## src/rtl/imem_arb_pkg.sv

```systemverilog
// Shared types and address-classification helpers for the instruction-memory arbiter.
package imem_arb_pkg;

  typedef enum logic [1:0] {
    OWN_NONE  = 2'd0,
    OWN_FETCH = 2'd1,
    OWN_DBG   = 2'd2
  } owner_e;

  localparam logic [31:0] NOP_INST = 32'h0000_0013;

  function automatic logic is_misaligned(input logic [31:0] addr);
    return addr[1:0] != 2'b00;
  endfunction

  function automatic logic is_oor(input logic [31:0] addr, input int unsigned depth);
    return {2'b00, addr[31:2]} >= depth;
  endfunction

endpackage

```

## src/rtl/imem_arbiter.sv

```systemverilog
// Arbitrates fetch vs debug onto a single-ported imem; responses 1 cycle after accept.
// Ready is the combinational grant (fetch priority, debug forced after STARVE_MAX losses); responses have no backpressure.
module imem_arbiter
  import imem_arb_pkg::*;
#(
  parameter int unsigned DEPTH_WORDS = 1024,
  parameter int unsigned STARVE_MAX  = 8,
  parameter logic [31:0] NOP_INST    = imem_arb_pkg::NOP_INST
) (
  input  logic        clk,
  input  logic        rst_n,
  input  logic        fetch_req_valid,
  output logic        fetch_req_ready,
  input  logic [31:0] fetch_addr,
  output logic        fetch_rsp_valid,
  output logic [31:0] fetch_rsp_data,
  output logic        fetch_rsp_err,
  input  logic        dbg_req_valid,
  output logic        dbg_req_ready,
  input  logic        dbg_we,
  input  logic [31:0] dbg_addr,
  input  logic [31:0] dbg_wdata,
  output logic        dbg_rsp_valid,
  output logic [31:0] dbg_rsp_data,
  output logic        mem_en,
  output logic        mem_we,
  output logic [29:0] mem_addr,
  output logic [31:0] mem_wdata,
  input  logic [31:0] mem_rdata
);

  localparam int unsigned CNT_W = $clog2(STARVE_MAX + 1);

  logic [CNT_W-1:0] starve_cnt;
  owner_e           rsp_owner;
  logic             rsp_bypass;
  logic [31:0]      rsp_bypass_data;
  logic             rsp_err;

  logic        dbg_force;
  logic        fetch_gnt;
  logic        dbg_gnt;
  logic        f_mis;
  logic        f_ok;
  logic        d_ok;
  logic [31:0] rsp_dat;

  // All grants are qualified by rst_n so every output is quiet while reset is held.
  always_comb begin
    dbg_force = dbg_req_valid && (starve_cnt == CNT_W'(STARVE_MAX));
    fetch_gnt = rst_n && fetch_req_valid && !dbg_force;
    dbg_gnt   = rst_n && dbg_req_valid && !fetch_gnt;
    f_mis     = is_misaligned(fetch_addr);
    f_ok      = !f_mis && !is_oor(fetch_addr, DEPTH_WORDS);
    d_ok      = !is_misaligned(dbg_addr) && !is_oor(dbg_addr, DEPTH_WORDS);
  end

  assign fetch_req_ready = fetch_gnt;
  assign dbg_req_ready   = dbg_gnt;

  always_comb begin
    mem_en    = 1'b0;
    mem_we    = 1'b0;
    mem_addr  = '0;
    mem_wdata = '0;
    if (fetch_gnt && f_ok) begin
      mem_en   = 1'b1;
      mem_addr = fetch_addr[31:2];
    end else if (dbg_gnt && d_ok) begin
      mem_en    = 1'b1;
      mem_we    = dbg_we;
      mem_addr  = dbg_addr[31:2];
      mem_wdata = dbg_we ? dbg_wdata : 32'h0;
    end
  end

  always_ff @(posedge clk) begin
    if (!rst_n) begin
      starve_cnt      <= '0;
      rsp_owner       <= OWN_NONE;
      rsp_bypass      <= 1'b0;
      rsp_bypass_data <= '0;
      rsp_err         <= 1'b0;
    end else begin
      if (!dbg_req_valid || dbg_gnt) begin
        starve_cnt <= '0;
      end else if (fetch_gnt && (starve_cnt != CNT_W'(STARVE_MAX))) begin
        starve_cnt <= starve_cnt + 1'b1;
      end

      rsp_owner       <= OWN_NONE;
      rsp_bypass      <= 1'b0;
      rsp_bypass_data <= '0;
      rsp_err         <= 1'b0;
      if (fetch_gnt) begin
        rsp_owner       <= OWN_FETCH;
        rsp_bypass      <= !f_ok;
        rsp_bypass_data <= f_ok ? 32'h0 : NOP_INST;
        rsp_err         <= f_mis;
      end else if (dbg_gnt) begin
        // Only a legal debug read takes its data from memory; writes and filtered reads return 0.
        rsp_owner  <= OWN_DBG;
        rsp_bypass <= !(d_ok && !dbg_we);
      end
    end
  end

  assign rsp_dat         = rsp_bypass ? rsp_bypass_data : mem_rdata;
  assign fetch_rsp_valid = rst_n && (rsp_owner == OWN_FETCH);
  assign fetch_rsp_data  = fetch_rsp_valid ? rsp_dat : 32'h0;
  assign fetch_rsp_err   = fetch_rsp_valid && rsp_err;
  assign dbg_rsp_valid   = rst_n && (rsp_owner == OWN_DBG);
  assign dbg_rsp_data    = dbg_rsp_valid ? rsp_dat : 32'h0;

endmodule
```

## config.mk

```make
export PLATFORM = sky130hd
export DESIGN_NAME = imem_arbiter
export DESIGN_NICKNAME = d
export VERILOG_FILES = /design/src/rtl/imem_arb_pkg.sv /design/src/rtl/imem_arbiter.sv
export SDC_FILE = /design/constraint.sdc
export NUM_CORES = 1
export LEC_CHECK = 0
export BUFFER_PORTS_ARGS = -buffer_cell sky130_fd_sc_hd__buf_2
export CAP_MARGIN = 30
export CORE_AREA = 3 3 103 105
export CTS_CLUSTER_SIZE = 8
export DETAILED_ROUTE_END_ITERATION = 6
export DIE_AREA = 0 0 106 108
export PLACE_DENSITY_LB_ADDON = 0.2
export SETUP_SLACK_MARGIN = 0.2
export SLEW_MARGIN = 20
export SYNTH_ARGS = -nofsm -noshare
export SYNTH_HDL_FRONTEND = slang
export SYNTH_SLANG_ARGS = --single-unit
export TNS_END_PERCENT = 10
```

## constraint.sdc

```tcl
create_clock -name clk -period 3.11 [get_ports clk]
set_input_delay 0.1555 -clock clk [delete_from_list [all_inputs] [get_ports clk]]
set_output_delay 0.1555 -clock clk [all_outputs]
set_load 0.1 [all_outputs]
```

==> flow_summary.json, run 1 <==
{
  "cts.repair.resized": 0,
  "die_x_um": 106,
  "ys_seq_area_share_pct": 11.9,
  "n_fill_cell": 1080,
  "yosysTopAreaCellShare_pct": 17.1,
  "required_ns": 2.95,
  "area_delta_synth_final_pct": 98.0,
  "grt_pass1_vias": 2135,
  "die_area_mm2": 0.0114,
  "ios": 266,
  "clk_root_buffer_cell": "clkbuf_8",
  "grt_overflow_total": 0,
  "max-slew-margin-rel_pct": 57.6,
  "setup_tns_ns": 0,
  "reg2reg_from": "starve_cnt[0]",
  "cp.arrival_ns": 2.26,
  "grt_use_total_pct": 11.0,
  "p_leak_nw": 1.78,
  "syn_area_per_cell_um2": 6.40,
  "routed_wirelength_mm": 7.18,
  "synth_cell_types": 31,
  "ir_drop_mv": 0.143,
  "min_path_type": "in -> reg",
  "synth_top_cell_by_area": "nor2_1",
  "max_cap_violations": 0,
  "htreeDepth": 1,
  "first_pass_iters": 4,
  "crit_buf_inv": 3,
  "synthFlopType": "dfxtp_1",
  "synthCells": 237,
  "crit_path_cell_trace": "inv_1 -> ha_1 -> nand3b_1 -> a2111oi_4 -> buf_4 -> and2_1 -> buf_2",
  "critical-path-top-delay-family": "buffers and inverters",
  "drt_iter0_drc": 118,
  "layout-drive-gt1-share_pct": 54.9,
  "status": "completed",
  "synthTopCellsByArea": "nor2_1, and2_1, nand2b_1",
  "p_per_area_mw_per_mm2": 215,
  "rrSetupSlack_ns": 1.76,
  "final_nets": 611,
  "setup.worst_path.end": "mem_wdata[0]",
  "place.port_buffers": 245,
  "regToRegEndpoint": "rsp_bypass",
  "cts.clk_slew.worst_paths_ns": 0.04,
  "synth_seq_cells": 9,
  "fmax_mhz": 414,
  "grt_pass1_wl_mm": 10.3,
  "antenna_found_initial": 0,
  "post-cts-setup-buffer-count": 0,
  "num_rows": 36,
  "synth.cell_area_mm2": 0.00152,
  "grt_max_degree": 34,
  "cts_hold_buf": 0,
  "async_reset_ff_share_pct": 0,
  "cp_num_cells": 7,
  "clock_latency_ns": 0.23,
  "cts.sinks": 9,
  "critPathMaxFanout": 33,
  "initial_utilization_pct": 15.6,
  "yosysWarnings": 0,
  "finalHoldViolations": 0,
  "reg2reg_depth": 6,
  "fin_area_mm2": 0.00300,
  "dpl-instance-area_mm2": 0.00296,
  "min_period_ns": 2.42,
  "diodes": 0,
  "synth_edf_count": 0,
  "tightest_slew_ns": 0.636,
  "criticalPathCategory": "reg -> out",
  "crit_start": "starve_cnt[0]",
  "cp-end-kind": "output port",
  "finalCritPeriodShare_pct": 77.7,
  "critPathLaunchType": "register",
  "drc": 0,
  "die_h_um": 108,
  "place_congestion": 0.719,
  "max_stage_delay_ns": 0.43,
  "routed_via_density": 3.88,
  "antenna_left": 0,
  "hpwl_mm": 6.35,
  "cts_tree": "built",
  "slowest_stage": "buf_2",
  "rsz0062_at_grt": "false",
  "core_mm2": 0.00973,
  "drv_slew": 0,
  "clock_skew_ns": 0.000296,
  "vias": 2357,
  "finalSetupViolCount": 0,
  "cts_buffer_depth": 2,
  "routedWlPerCell_um": 11.8,
  "cts_made_buffers": 3
}
## worst register-to-register path, stage by stage (launching register included)
cell      delay [ns]
dfxtp_1         0.36
inv_1           0.06
ha_1            0.20
and3b_1         0.20
a21oi_1         0.21
o21a_1          0.17
nand2b_1        0.10
## per-stage QoR
stage | hold slack (ns) | util, % | power, mW | instances | setup slack, ns
detailed placement | 0.412 | 30.4 | 0.518 | 604 | 0.849
global placement | 0.401 | 30.4 | 0.514 | 604 | 0.885
global route | 0.188 | 30.9 | 0.683 | 608 | 0.548
CTS | 0.173 | 30.9 | 0.654 | 608 | 0.662
floorplan | 0.244 | - | 0.422 | 256 | 0.381
finish | 0.170 | 30.9 | 0.647 | 608 | 0.694
## cells in the mapped netlist (4+ instances only)
master,instances
nand4_1,4
buf_4,20
nor4_2,4
nand2_1,5
and2_1,33
a22o_1,10
nand2b_1,30
dfxtp_1,9
inv_1,6
nor2_1,69
nor4_1,6
a21oi_1,5
clkbuf_1,10
## layout make-up
class / count / area [um^2] / share of cell area [%]
Timing Repair Buffer: 250 / 1430 / 47.6
Multi-Input combinational cell: 206 / 1160 / 38.6
Sequential cell: 9 / 180 / 6.00
Tap cell: 133 / 166 / 5.54
Clock buffer: 4 / 45.0 / 1.50
Inverter: 6 / 22.5 / 0.750
## layer usage
metal  track usage [%]  part of all wire [%]  up-vias
met5                 0                     0        -
met4              1.11                  0.38        0
met3              3.04                    10        2
met2              22.6                    54      155
met1              11.4                    35      998
li1                  -                     -     1202
## where the power goes
group / switching (mW) / internal [mW]
combinational: 0.295 / 0.0951
clock: 0.0449 / 0.0892
sequential: 0.00215 / 0.120
## cells by family (layout without fill, tap and decap cells)
logic type,Yosys count,in the layout,synth area share [%]
other,1,20,0.247
AO/OA/AOI/OAI,21,21,11.6
XOR/XNOR,1,1,0.578
buffers and inverters,41,260,16.7
adder cells (fa/ha/maj),2,2,1.65
flip-flops,9,9,11.9
multiplexers,3,3,1.98
AND/OR/NAND/NOR,159,159,55.3
## state kept, by name, indices dropped and copies added, names as in the netlist
signal           count
rsp_bypass           1
rsp_bypass_data      1
rsp_err              1
rsp_owner            2
starve_cnt           4
## layout by cell type (no fill, tap or decap), types with 3 or more instances in the layout
master	instances
buf_2	234
nor2_1	69
and2_1	33
nand2b_1	30
conb_1	20
buf_12	11
a22o_1	10
dfxtp_1	9
inv_1	6
nor4_1	6
nand2_1	5
a21oi_1	5
buf_4	5
nor4_2	4
nand4_1	4
mux2i_1	3
clkbuf_8	3
## how the worst min path moves through the flow
stage | from | end | slack [ns] | cells after the start
after floorplan | fetch_req_valid | rsp_owner[1] | 0.24 | 1
after global routing | fetch_addr[0] | rsp_err | 0.19 | 3
after global placement | fetch_addr[0] | rsp_err | 0.40 | 3
after detailed placement | fetch_addr[0] | rsp_err | 0.41 | 3
final | fetch_addr[0] | rsp_err | 0.17 | 3
after CTS | fetch_addr[0] | rsp_err | 0.17 | 3
Note: power is estimated with default switching activity, not from simulation.
==> run 2: changes to the inputs <==
Clock period 3.11 ns to 1.9 ns, I/O delays scaled along.
==> flow_summary.json, run 2 (synthesis results as in run 1) <==
{
  "status": "finished, violations left",
  "violations": "setup timing",
  "cts_buffer_depth": 2,
  "register_area_um2": 183,
  "cts.clk_slew.worst_paths_ns": 0.04,
  "grt_pass1_wl_mm": 13.0,
  "grt_use_total_pct": 14.2,
  "crit_path_cell_trace": "inv_2 -> ha_4 -> and3b_2 -> a2111oi_4 -> buf_4 -> a22o_4 -> buf_12",
  "required_ns": 1.80,
  "critical-path-top-delay-family": "compound AO/OA/AOI/OAI gates",
  "cp_num_cells": 7,
  "drv_slew": 0,
  "die_h_um": 108,
  "hpwl_mm": 7.66,
  "setup_ws_ns": -0.0704,
  "antenna_left": 0,
  "regMostFlops": "starve_cnt",
  "grt_overflow_total": 0,
  "cts.sinks": 9,
  "top_regs": "starve_cnt (4), rsp_owner (2)",
  "critPathMaxFanout": 5,
  "cp-end-kind": "output port",
  "p_leak_nw": 2.18,
  "initial_utilization_pct": 15.6,
  "routed_via_density": 4.05,
  "cts_hold_buf": 0,
  "crit_buf_inv": 3,
  "routedWlPerCell_um": 14.2,
  "die_area_mm2": 0.0114,
  "n_fill_cell": 897,
  "slowest_stage": "a2111oi_4",
  "cts_tree": "built",
  "clock_skew_ns": 0.00220,
  "criticalPathCategory": "reg -> out",
  "clk_root_buffer_cell": "clkbuf_8",
  "most-common-layout-cells": "buf_2, buf_12, nor2_1",
  "final_nets": 619,
  "cts_made_buffers": 3,
  "vias": 2492,
  "finalHoldViolations": 0,
  "grt_pass1_vias": 2555,
  "finalCritPeriodShare_pct": 104,
  "rrSetupSlack_ns": 0.48,
  "max_stage_delay_ns": 0.37,
  "cp.arrival_ns": 1.88,
  "placed_cells": 605,
  "place_congestion": 0.795,
  "rsz0062_at_grt": "true",
  "diodes": 0,
  "antenna_found_initial": 0,
  "max_cap_violations": 0,
  "reg2reg_depth": 8,
  "multiInputGateArea_mm2": 0.00144,
  "clock_latency_ns": 0.23,
  "min_period_ns": 1.97,
  "fmax_mhz": 508,
  "p_per_area_mw_per_mm2": 242,
  "reg2reg_from": "starve_cnt[1]",
  "num_rows": 36,
  "finalSetupViolCount": 35,
  "grt_max_degree": 34,
  "largest_reg_flops": 4,
  "min_delay_path_depth": 3,
  "fin_cells": 616,
  "mostFrequentLayoutCell": "buf_2",
  "crit_start": "starve_cnt[0]",
  "first_pass_iters": 4,
  "die_x_um": 106,
  "p_total_mw": 1.18,
  "core_mm2": 0.00973,
  "critPathLaunchType": "register",
  "layout-drive-gt1-share_pct": 72.7,
  "hp-start": "fetch_addr[1]",
  "ios": 266,
  "drt_iter0_drc": 50,
  "routed_wirelength_mm": 8.74,
  "ir_drop_mv": 0.167,
  "setup.worst_path.end": "mem_addr[7]",
  "regToRegEndpoint": "rsp_bypass",
  "holdWs_ns": 0.111,
  "min_path_type": "in -> reg",
  "area_delta_synth_final_pct": 222,
  "place.port_buffers": 245,
  "drc": 0,
  "pre_cts_ws_ns": 0.0456,
  "htreeDepth": 1,
  "setup_tns_ns": -1.05
}
## run 2: report_power, final
group / total (mW) / internal, mW / switching (mW)
clock: 0.217 / 0.146 / 0.0709
combinational: 0.766 / 0.241 / 0.525
sequential: 0.200 / 0.197 / 0.00312
total: 1.18 / 0.583 / 0.599
## run 2: metal layers
layer	global-route usage, %	share of wire, %	up-vias
li1	-	-	1221
met1	13.7	33	1110
met2	28.6	56	157
met3	4.42	10	4
met4	4.44	1.3	0
met5	0	0	-
## run 2: area by class of cell
| type | instances | area share (%) |
|---|---|---|
| Clock buffer | 4 | 0.922 |
| Timing Repair Buffer | 258 | 61.9 |
| Multi-Input combinational cell | 206 | 29.6 |
| Sequential cell | 9 | 3.74 |
| Tap cell | 133 | 3.41 |
| Inverter | 6 | 0.461 |
## run 2: timing repair
item,in CTS,in global routing
endpoints found under the setup margin,72,45
gates cloned,2,0
setup buffers,4,1
gates resized for setup,31,3
pin swaps,4,10
## run 2: worst min path at each step
stage                        end  slack, ns
floorplan           rsp_owner[1]       0.19
global placement         rsp_err       0.36
detailed placement       rsp_err       0.35
CTS                      rsp_err       0.11
global route             rsp_err       0.14
finish                   rsp_err       0.11
## run 2: worst reg2reg max path, cell delays in order (launching register included)
cell and delay [ns]:
dfxtp_2 0.31, inv_2 0.06, ha_4 0.12, nand3b_1 0.14, buf_4 0.19, buf_4 0.14, a21oi_4 0.19, o31ai_1 0.13
nand2b_1 0.08
## run 2: per-stage QoR
step / utilization (%) / area (um^2)
floorplan: - / 1770
global placement: 47.6 / 4630
detailed placement: 47.6 / 4630
CTS: 50.0 / 4870
global route: 50.2 / 4880
finish: 50.2 / 4880
